File: src/rtl/biquad8_coeff_loader_if.sv
// ============================================================================
// biquad8_coeff_loader_if : Wishbone classic slave bus bundle for one biquad
// Rev 1.0
// ============================================================================
`default_nettype none

interface biquad8_coeff_loader_if;
   logic        wb_cyc_i;
   logic        wb_stb_i;
   logic        wb_we_i;
   logic [6:0]  wb_adr_i;
   logic [3:0]  wb_sel_i;
   logic [31:0] wb_dat_i;
   logic [31:0] wb_dat_o;
   logic        wb_ack_o;

   modport master (
      output wb_cyc_i, wb_stb_i, wb_we_i, wb_adr_i, wb_sel_i, wb_dat_i,
      input  wb_dat_o, wb_ack_o
   );

   modport slave (
      input  wb_cyc_i, wb_stb_i, wb_we_i, wb_adr_i, wb_sel_i, wb_dat_i,
      output wb_dat_o, wb_ack_o
   );
endinterface

`default_nettype wire

File: src/rtl/biquad8_coeff_loader.sv
// ============================================================================
// biquad8_coeff_loader : shadow/active coefficient banks with per-group pointers
// Rev 1.0
// ============================================================================
`default_nettype none

module biquad8_coeff_loader #(
   parameter int COEFF_W = 18,
   parameter int NCOEFF  = 25
) (
   input  logic                      wb_clk_i,
   input  logic                      wb_rst_i,
   biquad8_coeff_loader_if.slave     wb,
   output logic [NCOEFF*COEFF_W-1:0] coeff_o,
   output logic                      coeff_update_o
);

   localparam int NGRP  = 7;
   localparam int IDX_W = $clog2(NCOEFF);
   localparam logic [2:0] LAST [NGRP] = '{3'd1, 3'd3, 3'd1, 3'd6, 3'd7, 3'd0, 3'd0};
   localparam int         BASE [NGRP] = '{0, 2, 6, 8, 15, 23, 24};

   logic                      ack_q, ack_d;
   logic                      upd_pend_q, upd_pend_d;
   logic                      update_q, update_d;
   logic                      seq_err_q, seq_err_d;
   logic [15:0]               cnt_q, cnt_d;
   logic [31:0]               dat_q, dat_d;
   logic [2:0]                ptr_q [NGRP];
   logic [2:0]                ptr_d [NGRP];
   logic signed [COEFF_W-1:0] shadow_q [NCOEFF];
   logic signed [COEFF_W-1:0] active_q [NCOEFF];

   logic             accept, grp_hit, wr_grp, upd_req, do_upd, any_ptr;
   logic [2:0]       grp;
   logic [2:0]       sel_ptr;
   logic [IDX_W-1:0] sel_idx;
   logic             unused_dat;

   assign unused_dat = ^wb.wb_dat_i[31:COEFF_W];
   assign accept     = wb.wb_cyc_i & wb.wb_stb_i & ~ack_q;

   always_comb begin
      grp_hit = (wb.wb_adr_i[6:5] == 2'b00) && (wb.wb_adr_i[1:0] == 2'b00)
                && (wb.wb_adr_i[4:2] != 3'd0);
      grp     = wb.wb_adr_i[4:2] - 3'd1;
      sel_ptr = ptr_q[grp];
      sel_idx = IDX_W'(BASE[grp]) + IDX_W'(sel_ptr);
      wr_grp  = accept & wb.wb_we_i & grp_hit & (wb.wb_sel_i == 4'hF);
      upd_req = accept & wb.wb_we_i & (wb.wb_adr_i == 7'h00)
                & wb.wb_dat_i[0] & wb.wb_sel_i[0];
      // The bank swap happens on the edge that ends the ack cycle; no new
      // transaction can be accepted then, so it never collides with a write.
      do_upd  = upd_pend_q;

      any_ptr = 1'b0;
      for (int g = 0; g < NGRP; g++) begin
         any_ptr = any_ptr | (ptr_q[g] != 3'd0);
      end

      ack_d      = accept;
      upd_pend_d = upd_req;
      update_d   = do_upd;
      seq_err_d  = do_upd ? any_ptr : seq_err_q;
      cnt_d      = do_upd ? cnt_q + 16'd1 : cnt_q;

      for (int g = 0; g < NGRP; g++) begin
         ptr_d[g] = ptr_q[g];
         if (do_upd) begin
            ptr_d[g] = 3'd0;
         end else if (wr_grp && (grp == 3'(g))) begin
            ptr_d[g] = (ptr_q[g] == LAST[g]) ? 3'd0 : ptr_q[g] + 3'd1;
         end
      end

      dat_d = 32'd0;
      if (accept && !wb.wb_we_i) begin
         if (wb.wb_adr_i == 7'h00) begin
            dat_d = {seq_err_q, 15'd0, cnt_q};
         end else if (grp_hit) begin
            dat_d = 32'(shadow_q[sel_idx]);
         end else if (wb.wb_adr_i == 7'h20) begin
            dat_d = {20'd0, ptr_q[6][0], ptr_q[5][0], ptr_q[4], ptr_q[3],
                     ptr_q[2][0], ptr_q[1][1:0], ptr_q[0][0]};
         end
      end
   end

   always_ff @(posedge wb_clk_i) begin
      if (wb_rst_i) begin
         ack_q      <= 1'b0;
         upd_pend_q <= 1'b0;
         update_q   <= 1'b0;
         seq_err_q  <= 1'b0;
         cnt_q      <= 16'd0;
         dat_q      <= 32'd0;
         for (int g = 0; g < NGRP; g++) begin
            ptr_q[g] <= 3'd0;
         end
         for (int k = 0; k < NCOEFF; k++) begin
            shadow_q[k] <= '0;
            active_q[k] <= '0;
         end
      end else begin
         ack_q      <= ack_d;
         upd_pend_q <= upd_pend_d;
         update_q   <= update_d;
         seq_err_q  <= seq_err_d;
         cnt_q      <= cnt_d;
         dat_q      <= dat_d;
         ptr_q      <= ptr_d;
         if (wr_grp) begin
            shadow_q[sel_idx] <= wb.wb_dat_i[COEFF_W-1:0];
         end
         if (do_upd) begin
            active_q <= shadow_q;
         end
      end
   end

   assign wb.wb_ack_o    = ack_q;
   assign wb.wb_dat_o    = dat_q;
   assign coeff_update_o = update_q;

   for (genvar k = 0; k < NCOEFF; k++) begin : g_pack
      assign coeff_o[k*COEFF_W +: COEFF_W] = active_q[k];
   end

endmodule

`default_nettype wire

File: src/flat_wrapper.sv
// flat-port wrapper written by rule: the top's interface ports become plain ports
module biquad8_coeff_loader_flat 
#(
   parameter int COEFF_W = 18,
   parameter int NCOEFF  = 25
)
  (wb_clk_i, wb_rst_i, coeff_o, coeff_update_o, wb_wb_cyc_i, wb_wb_stb_i, wb_wb_we_i, wb_wb_adr_i, wb_wb_sel_i, wb_wb_dat_i, wb_wb_dat_o, wb_wb_ack_o);
  biquad8_coeff_loader_if wb_i ();
  input  logic wb_clk_i;
  input  logic wb_rst_i;
  output logic [NCOEFF*COEFF_W-1:0] coeff_o;
  output logic coeff_update_o;
  input wire logic [$bits(wb_i.wb_cyc_i)-1:0] wb_wb_cyc_i;
  input wire logic [$bits(wb_i.wb_stb_i)-1:0] wb_wb_stb_i;
  input wire logic [$bits(wb_i.wb_we_i)-1:0] wb_wb_we_i;
  input wire logic [$bits(wb_i.wb_adr_i)-1:0] wb_wb_adr_i;
  input wire logic [$bits(wb_i.wb_sel_i)-1:0] wb_wb_sel_i;
  input wire logic [$bits(wb_i.wb_dat_i)-1:0] wb_wb_dat_i;
  output wire logic [$bits(wb_i.wb_dat_o)-1:0] wb_wb_dat_o;
  output wire logic [$bits(wb_i.wb_ack_o)-1:0] wb_wb_ack_o;
  assign wb_i.wb_cyc_i = wb_wb_cyc_i;
  assign wb_i.wb_stb_i = wb_wb_stb_i;
  assign wb_i.wb_we_i = wb_wb_we_i;
  assign wb_i.wb_adr_i = wb_wb_adr_i;
  assign wb_i.wb_sel_i = wb_wb_sel_i;
  assign wb_i.wb_dat_i = wb_wb_dat_i;
  assign wb_wb_dat_o = wb_i.wb_dat_o;
  assign wb_wb_ack_o = wb_i.wb_ack_o;
  biquad8_coeff_loader #(.COEFF_W(COEFF_W), .NCOEFF(NCOEFF)) u_core (.wb_clk_i(wb_clk_i), .wb_rst_i(wb_rst_i), .wb(wb_i), .coeff_o(coeff_o), .coeff_update_o(coeff_update_o));
endmodule
File: config.mk
export PLATFORM = sky130hd
export DESIGN_NAME = biquad8_coeff_loader_flat
export DESIGN_NICKNAME = d
export VERILOG_FILES = /design/src/rtl/biquad8_coeff_loader_if.sv /design/src/rtl/biquad8_coeff_loader.sv /design/src/flat_wrapper.sv
export SDC_FILE = /design/constraint.sdc
export NUM_CORES = 2
export LEC_CHECK = 0
export CORE_MARGIN = 5
export CORE_UTILIZATION = 55
export DETAILED_ROUTE_END_ITERATION = 10
export PLACE_DENSITY = 0.92
export SYNTH_ARGS = -nofsm -noshare
export SYNTH_HDL_FRONTEND = slang
export SYNTH_SLANG_ARGS = --single-unit
File: constraint.sdc
create_clock -name wb_clk_i -period 7.72 [get_ports wb_clk_i]
set_clock_uncertainty 0.1 [all_clocks]
set_input_delay 2.316 -clock wb_clk_i [delete_from_list [all_inputs] [get_ports wb_clk_i]]
set_output_delay 2.316 -clock wb_clk_i [all_outputs]
set_load 0.02 [all_outputs]
==> Word-level counts from Yosys, hierarchy flattened <==
Memories as Yosys holds them, arrays and structs flattened.
Cells that the tools add are included.
{ "word_totals": {"ff_bits": 973, "romBits": 256, "word_cells": 159, "memories": 1} }
{ "memory_table": {"columns": ["memory", "depth", "word_bits", "rd", "rd_clocked_by_memory_dff", "write_ports", "line_no", "rtl"], "rows": [
  ["(name not given)", 8, 32, 1, 0, 0, "biquad8_coeff_loader.sv:48", "sel_idx = IDX_W'(BASE[grp]) + IDX_W'(sel_ptr);"]
]} }
{ "classes": {"n_lt_le_gt_ge": 3, "eq_ne": 13, "reduce_logical": 29, "add_sub_neg": 10, "n_bitwise": 18, "mux": 21} }
{ "ops": {"columns": ["cell", "n"], "rows": [
  ["$bwmux 450", 1],
  ["$bmux 18 s5", 1],
  ["$demux 18 s5", 1],
  ["$mux 32", 2],
  ["$mux 18", 3],
  ["$mux 3", 9],
  ["$reduce_bool 3->1", 8],
  ["$add 3x1->3 const B", 7],
  ["$add 16x1->16 const B", 1],
  ["$eq 3x3->1 const B", 5],
  ["$mux 12", 1],
  ["$logic_and 1x1->1", 11],
  ["$mux 5", 2],
  ["$bmux 3 s3", 1],
  ["$eq 3x1->1 const B", 3],
  ["$eq 3x2->1 const B", 3],
  ["$logic_not 3->1", 3],
  ["$and 1x1->1", 8],
  ["$eq 7x6->1 const B", 1],
  ["$logic_not 7->1", 1],
  ["$ge 6x6->1 const B", 1],
  ["$lt 6x1->1 const B", 1],
  ["$not 5->6", 1],
  ["$or 1x1->1", 6],
  ["other kinds (10)", 13]
]} }

==> Longest topological paths before layout <==
{ "depth": {"word_depth": 12, "mapped_depth": 18, "depth_no_buf": 13} }

==> Worst setup path before layout <==
Ideal clock, no wire load.
{ "synth_path": {"kind": "input -> register", "from": "input port wb_wb_adr_i[2]", "to": "register u_core.dat_q[11] (netlist: u_core.wb.wb_dat_o[11])", "arrival_ns": 6.116, "path_slack_ns": 1.367, "required_ns": 7.482, "cell_stages": 17, "path_buffers": 6, "setup_ns": 0.138, "path_cell_list": "buf_2 -> inv_1 -> ha_1 -> buf_1 -> mux4_2 -> nor2_1 -> nor2_1 -> ha_1 -> fa_1 -> buf_2 -> buf_2 -> clkbuf_1 -> clkbuf_1 -> mux4_2 -> and3_1 -> o21ai_0 -> o221ai_1"} }
{ "synth_between": {"elab_chain_cells": 12} }
{ "synth_rtl": {"columns": ["item", "line_no", "rtl"], "rows": [
  ["start: declaration", "flat_wrapper.sv:16", "input wire logic [$bits(wb_i.wb_adr_i)-1:0] wb_wb_adr_i;"],
  ["$sub 3x1->3", "biquad8_coeff_loader.sv:46", "grp = wb.wb_adr_i[4:2] - 3'd1;"],
  ["$not 3->4 (not written as such)", "biquad8_coeff_loader.sv:47, biquad8_coeff_loader.sv:48", null],
  ["$mem_v2 8x32 / $bmux 3 s3 (equally long branches)", null, null],
  ["$mux 5 (not written as such) / $mux 3 (equally long branches) (2 in series)", "biquad8_coeff_loader.sv:48, biquad8_coeff_loader.sv:47", null],
  ["$add 5x3->5", "biquad8_coeff_loader.sv:48", null],
  ["$not 5->6 (not written as such)", "biquad8_coeff_loader.sv:81", "dat_d = 32'(shadow_q[sel_idx]);"],
  ["$bmux 18 s5", "biquad8_coeff_loader.sv:81", null],
  ["$mux 18 (not written as such) (2 in series)", "biquad8_coeff_loader.sv:81", null],
  ["$mux 32", "biquad8_coeff_loader.sv:80", "end else if (grp_hit) begin"],
  ["$mux 32 (*)", "biquad8_coeff_loader.sv:78", "if (wb.wb_adr_i == 7'h00) begin"],
  ["end signal: assignment", "biquad8_coeff_loader.sv:110", "dat_q <= dat_d;"],
  ["end: declaration", "biquad8_coeff_loader.sv:28", "logic [31:0] dat_q, dat_d;"]
]} }
Every way passes the cells marked *; elsewhere a longest branch is shown, timed or not. The select of a mux whose other input is x is not followed.
A chain may end at the register's enable or synchronous reset.

==> Final worst setup path <==
{ "layout_path": {"from": "input port wb_wb_adr_i[3]", "to": "register u_core.shadow_q[108] in the netlist's numbering"} }
{ "layout_between": {"elab_chain_cells": 12} }
{ "layout_rtl": {"columns": ["item", "line_no", "rtl"], "rows": [
  ["$sub 3x1->3", "biquad8_coeff_loader.sv:46", null],
  ["$not 3->4 (not written as such)", "biquad8_coeff_loader.sv:47, biquad8_coeff_loader.sv:48", null],
  ["$mem_v2 8x32 / $bmux 3 s3 (equally long branches)", null, null],
  ["$mux 5 (not written as such) / $mux 3 (equally long branches) (2 in series)", "biquad8_coeff_loader.sv:48, biquad8_coeff_loader.sv:47", null],
  ["$add 5x3->5", "biquad8_coeff_loader.sv:48", null],
  ["$not 5->6 (not written as such)", "biquad8_coeff_loader.sv:113", "shadow_q[sel_idx] <= wb.wb_dat_i[COEFF_W-1:0];"],
  ["$ge 6x6->1 (not written as such) / $lt 6x1->1 (equally long branches)", "biquad8_coeff_loader.sv:113", null],
  ["$logic_and 1x1->1 (not written as such)", "biquad8_coeff_loader.sv:113", null],
  ["$mux 18 (not written as such)", "biquad8_coeff_loader.sv:113", null],
  ["$demux 18 s5", "biquad8_coeff_loader.sv:113", null],
  ["$bwmux 450", "biquad8_coeff_loader.sv:113", null],
  ["end signal: indexed assignment", "biquad8_coeff_loader.sv:113", null],
  ["end: declaration", "biquad8_coeff_loader.sv:31", "logic signed [COEFF_W-1:0] shadow_q [NCOEFF];"]
]} }
Parallel ways exist; a longest one is shown, timed or not. The select of a mux whose other input is x is not followed.

==> out/qor.csv <==
stage,metric,value,unit
status,status,"finished, final reports clean",
route,routed_wirelength,144000,µm
cells_and_area,synthToLayoutAreaGrowth,23.5,%
route,post_drt_wl_per_cell,25.7,µm
cells_and_area,nFillCells,4780,
setup_path,cp_top_family,simple AND/OR/NAND/NOR gates,
synth,synth_edf_count,0,
cts,clock_path_buffers,3,
setup_path,crit_fanout,18,
global_route,grt_pass1_wl,209000,µm
synth,synth_area_leaders,"dfxtp_1 (50%), mux2i_1 (12%), nand2_1 (9.4%), mux4_2 (6.7%), a21oi_1 (6.3%)",
power,power.total,10.5,mW
cells_and_area,seq_area,0.0192,mm²
cts,htreeDepth,3,
cts,insertion_delay,660,ps
global_route,grt_max_degree,251,
timing,fmaxAchievable,146,MHz
cts,cts-root-buf,clkbuf_16,
route,drt-pass1-iter-count,7,
setup_path,crit_path_start_kind,input port,
synth,synthesis.area,0.0386,mm²
floorplanning,rows,97,
route,vias,34784,
power,ir_worst_vdd,159,µV
global_route,grt_usage,36.4,%
place,post-dp-hpwl,94900,µm
timing,setup_viol,0,
timing,worst_pin_slew,1340,ps
floorplanning,die_area,0.0755,mm²
run,drv_cap,0,
power,p_per_area,221,mW/mm²
synth,ys_ff_latch,960,
global_route,grt_antenna_before_repair,13,
min_path,hp-class,flip-flop to flip-flop,
setup_path,max_stage_delay,1040,ps
floorplanning,die_h,275,µm
timing,fin_setup_tns,0,ps
cells_and_area,drive_above_1_share,9.35,%
setup_path,path_common_cell,nor2_1,
global_route,overflow,0,
cts,hold_buffers,0,
synth,yosysMostFrequentCell,nand2_1,
floorplanning,ios,532,
setup_path,critPathKind,input port to flip-flop,
synth,avgSynthCellArea,9.24,µm²
timing,slew_headroom,9.72,%
setup_path,crit_buf_inv,2,
route,initialDrtViolationCount,4980,
synth,synth_nets,4244,
global_route,grt_pass1_vias,33155,
place,gp_congestion,0.977,
cts,numClockSinks,960,
synth,ys.flop_type,dfxtp_1,
setup_path,slowest_stage,nor4_4,
floorplanning,dieWidth,275,µm
timing,drv_slew,0,
synth,synth_top_cells_by_count,"nand2_1 (962), dfxtp_1 (960), nor2_1 (512)",
synth,synth_top_area_share,49.8,%
cells_and_area,multi_input_comb_area,0.0178,mm²
power,p_leak,15.6,nW
route,antenna_left,0,
synth,yosys_warnings,0,
cts,post_cts_buffers,0,
cts,clkTransAtPathRegs,60,ps
synth,synth_top_area_cell,dfxtp_1,
timing,grt_setup_unrepaired,false,
floorplanning,coreArea,0.0698,mm²
setup_path,crit_required,8170,ps
timing,hold_viol,0,
route,drc,0,
floorplanning,start_util,55.3,%
synth,ys_async_sr_fraction,0,%
cells_and_area,finalNetCount,4632,
synth,synth_cell_types,73,
synth,syn-instance-count,4176,
setup_path,worst_ep_arrival_time,7310,ps
place,portBuffers,517,
timing,fin_crit_sh,88.8,%
route,via_per_inst,6.23,
setup_path,end_kind,flip-flop,
cts,cts_made_buffers,95,
setup_path,path_cells,"clkdlybuf4s50_1, inv_1, ha_1, mux4_2, nor2_1, nor2_1, ha_4, fa_4, a21o_1, a311oi_4, nor2_4, nor4_4, nand2_1, a21oi_1",
synth,seq_area_frac_synth,49.8,%
cts,cts_resized,0,
cts,cts_tree,built,
timing,period_minus_slack,6860,ps
-- cell families (layout without fill, tap and decap cells) --
logic type / count (synthesis) / count (layout) / share of synthesized area, %
compound gates: 578 / 578 / 8.32
xor+xnor: 20 / 20 / 0.473
fa+ha+maj: 20 / 20 / 0.668
buf+inv: 368 / 832 / 4.14
flops: 960 / 960 / 49.8
mux: 586 / 586 / 18.9
other cells: 0 / 6 / 0
simple gates: 1644 / 1644 / 17.7
-- metal layers --
layer	part of all wire, %	vias to the layer above	GRT usage (%)
met3	13	703	10.9
met2	44	2724	55.2
met5	0.063	-	0
met4	8.4	14	24.7
met1	35	16448	44.7
li1	-	14895	-
-- registers in the layout (all words and copies together) (netlist names) --
signal / cells
u_core.wb.wb_dat_o: 19
u_core.cnt_q: 16
u_core.coeff_update_o: 1
u_core.ptr_q: 21
u_core.shadow_q: 450
u_core.seq_err_q: 1
u_core.wb.wb_ack_o: 1
u_core.coeff_o: 450
u_core.do_upd: 1
-- area by class of cell --
type                    count  share of cell area [%]
flip-flops and latches    960                    40.3
multi-input cells        2848                    37.4
repair buffers            645                    13.0
clock buffers             140                    5.66
well taps                 940                    2.47
clock inverters            33                   0.943
inverters                  14                   0.110
diodes                      6                  0.0315
-- final timing paths --
check / from / endpoint / slack (ps) / cells after the start
max: wb_wb_adr_i[3] / u_core.shadow_q[108] / 860 / 14
min: u_core.shadow_q[357] / u_core.shadow_q[357] / 370 / 2
max reg2reg: u_core.ptr_q[18] / u_core.shadow_q[108] / 3210 / 11
min reg2reg: u_core.shadow_q[357] / u_core.shadow_q[357] / 370 / 2
-- cells in the final DEF (no fill, tap or decap), drive strengths merged, types with 10 or more instances in the layout --
cell / Yosys / routed
a21oi: 484 / 484
a311oi: 11 / 11
and3: 16 / 16
buf: 150 / 129
clkbuf: 204 / 140
clkdlybuf4s50: 0 / 516
clkinv: 0 / 15
dfxtp: 960 / 960
ha: 19 / 19
inv: 14 / 20
mux2i: 471 / 471
mux4: 114 / 114
nand2: 963 / 963
nand3: 32 / 32
nand4: 17 / 17
nor2: 513 / 513
nor2b: 10 / 10
nor3: 30 / 30
nor4: 17 / 17
o21ai: 17 / 17
or3: 14 / 14
xor2: 15 / 15
-- power breakdown --
part / leakage (nW) / switching (mW) / internal, mW / total (mW)
combinational: 6.31 / 0.587 / 0.265 / 0.853
sequential: 7.73 / 0.000300 / 4.95 / 4.95
clock: 1.53 / 2.01 / 2.70 / 4.72
-- tightest hold or removal path, delay by kind of cell, from the launching register on --
family / cells / cell delay (ps)
AOI/OAI and AO/OA: 1 / 50
DFF: 1 / 320
and+or+nand+nor: 1 / 50
-- metrics by stage --
| step | setup WS [ps] | cell area [µm²] | util, % | hold WS, ps | instances |
|---|---|---|---|---|---|
| 3_5_place_dp | 312 | 44500 | 63.8 | 356 | 5407 |
| 2_1_floorplan | 1370 | 38600 | - | 328 | 4176 |
| 6_report | 862 | 47700 | 68.3 | 369 | 5586 |
| 3_3_place_gp | 424 | 44500 | 63.8 | 349 | 5407 |
| 4_1_cts | 1030 | 47600 | 68.3 | 366 | 5580 |
| 5_1_grt | 717 | 47600 | 68.3 | 385 | 5581 |
Power figures use the tool's default switching activity.
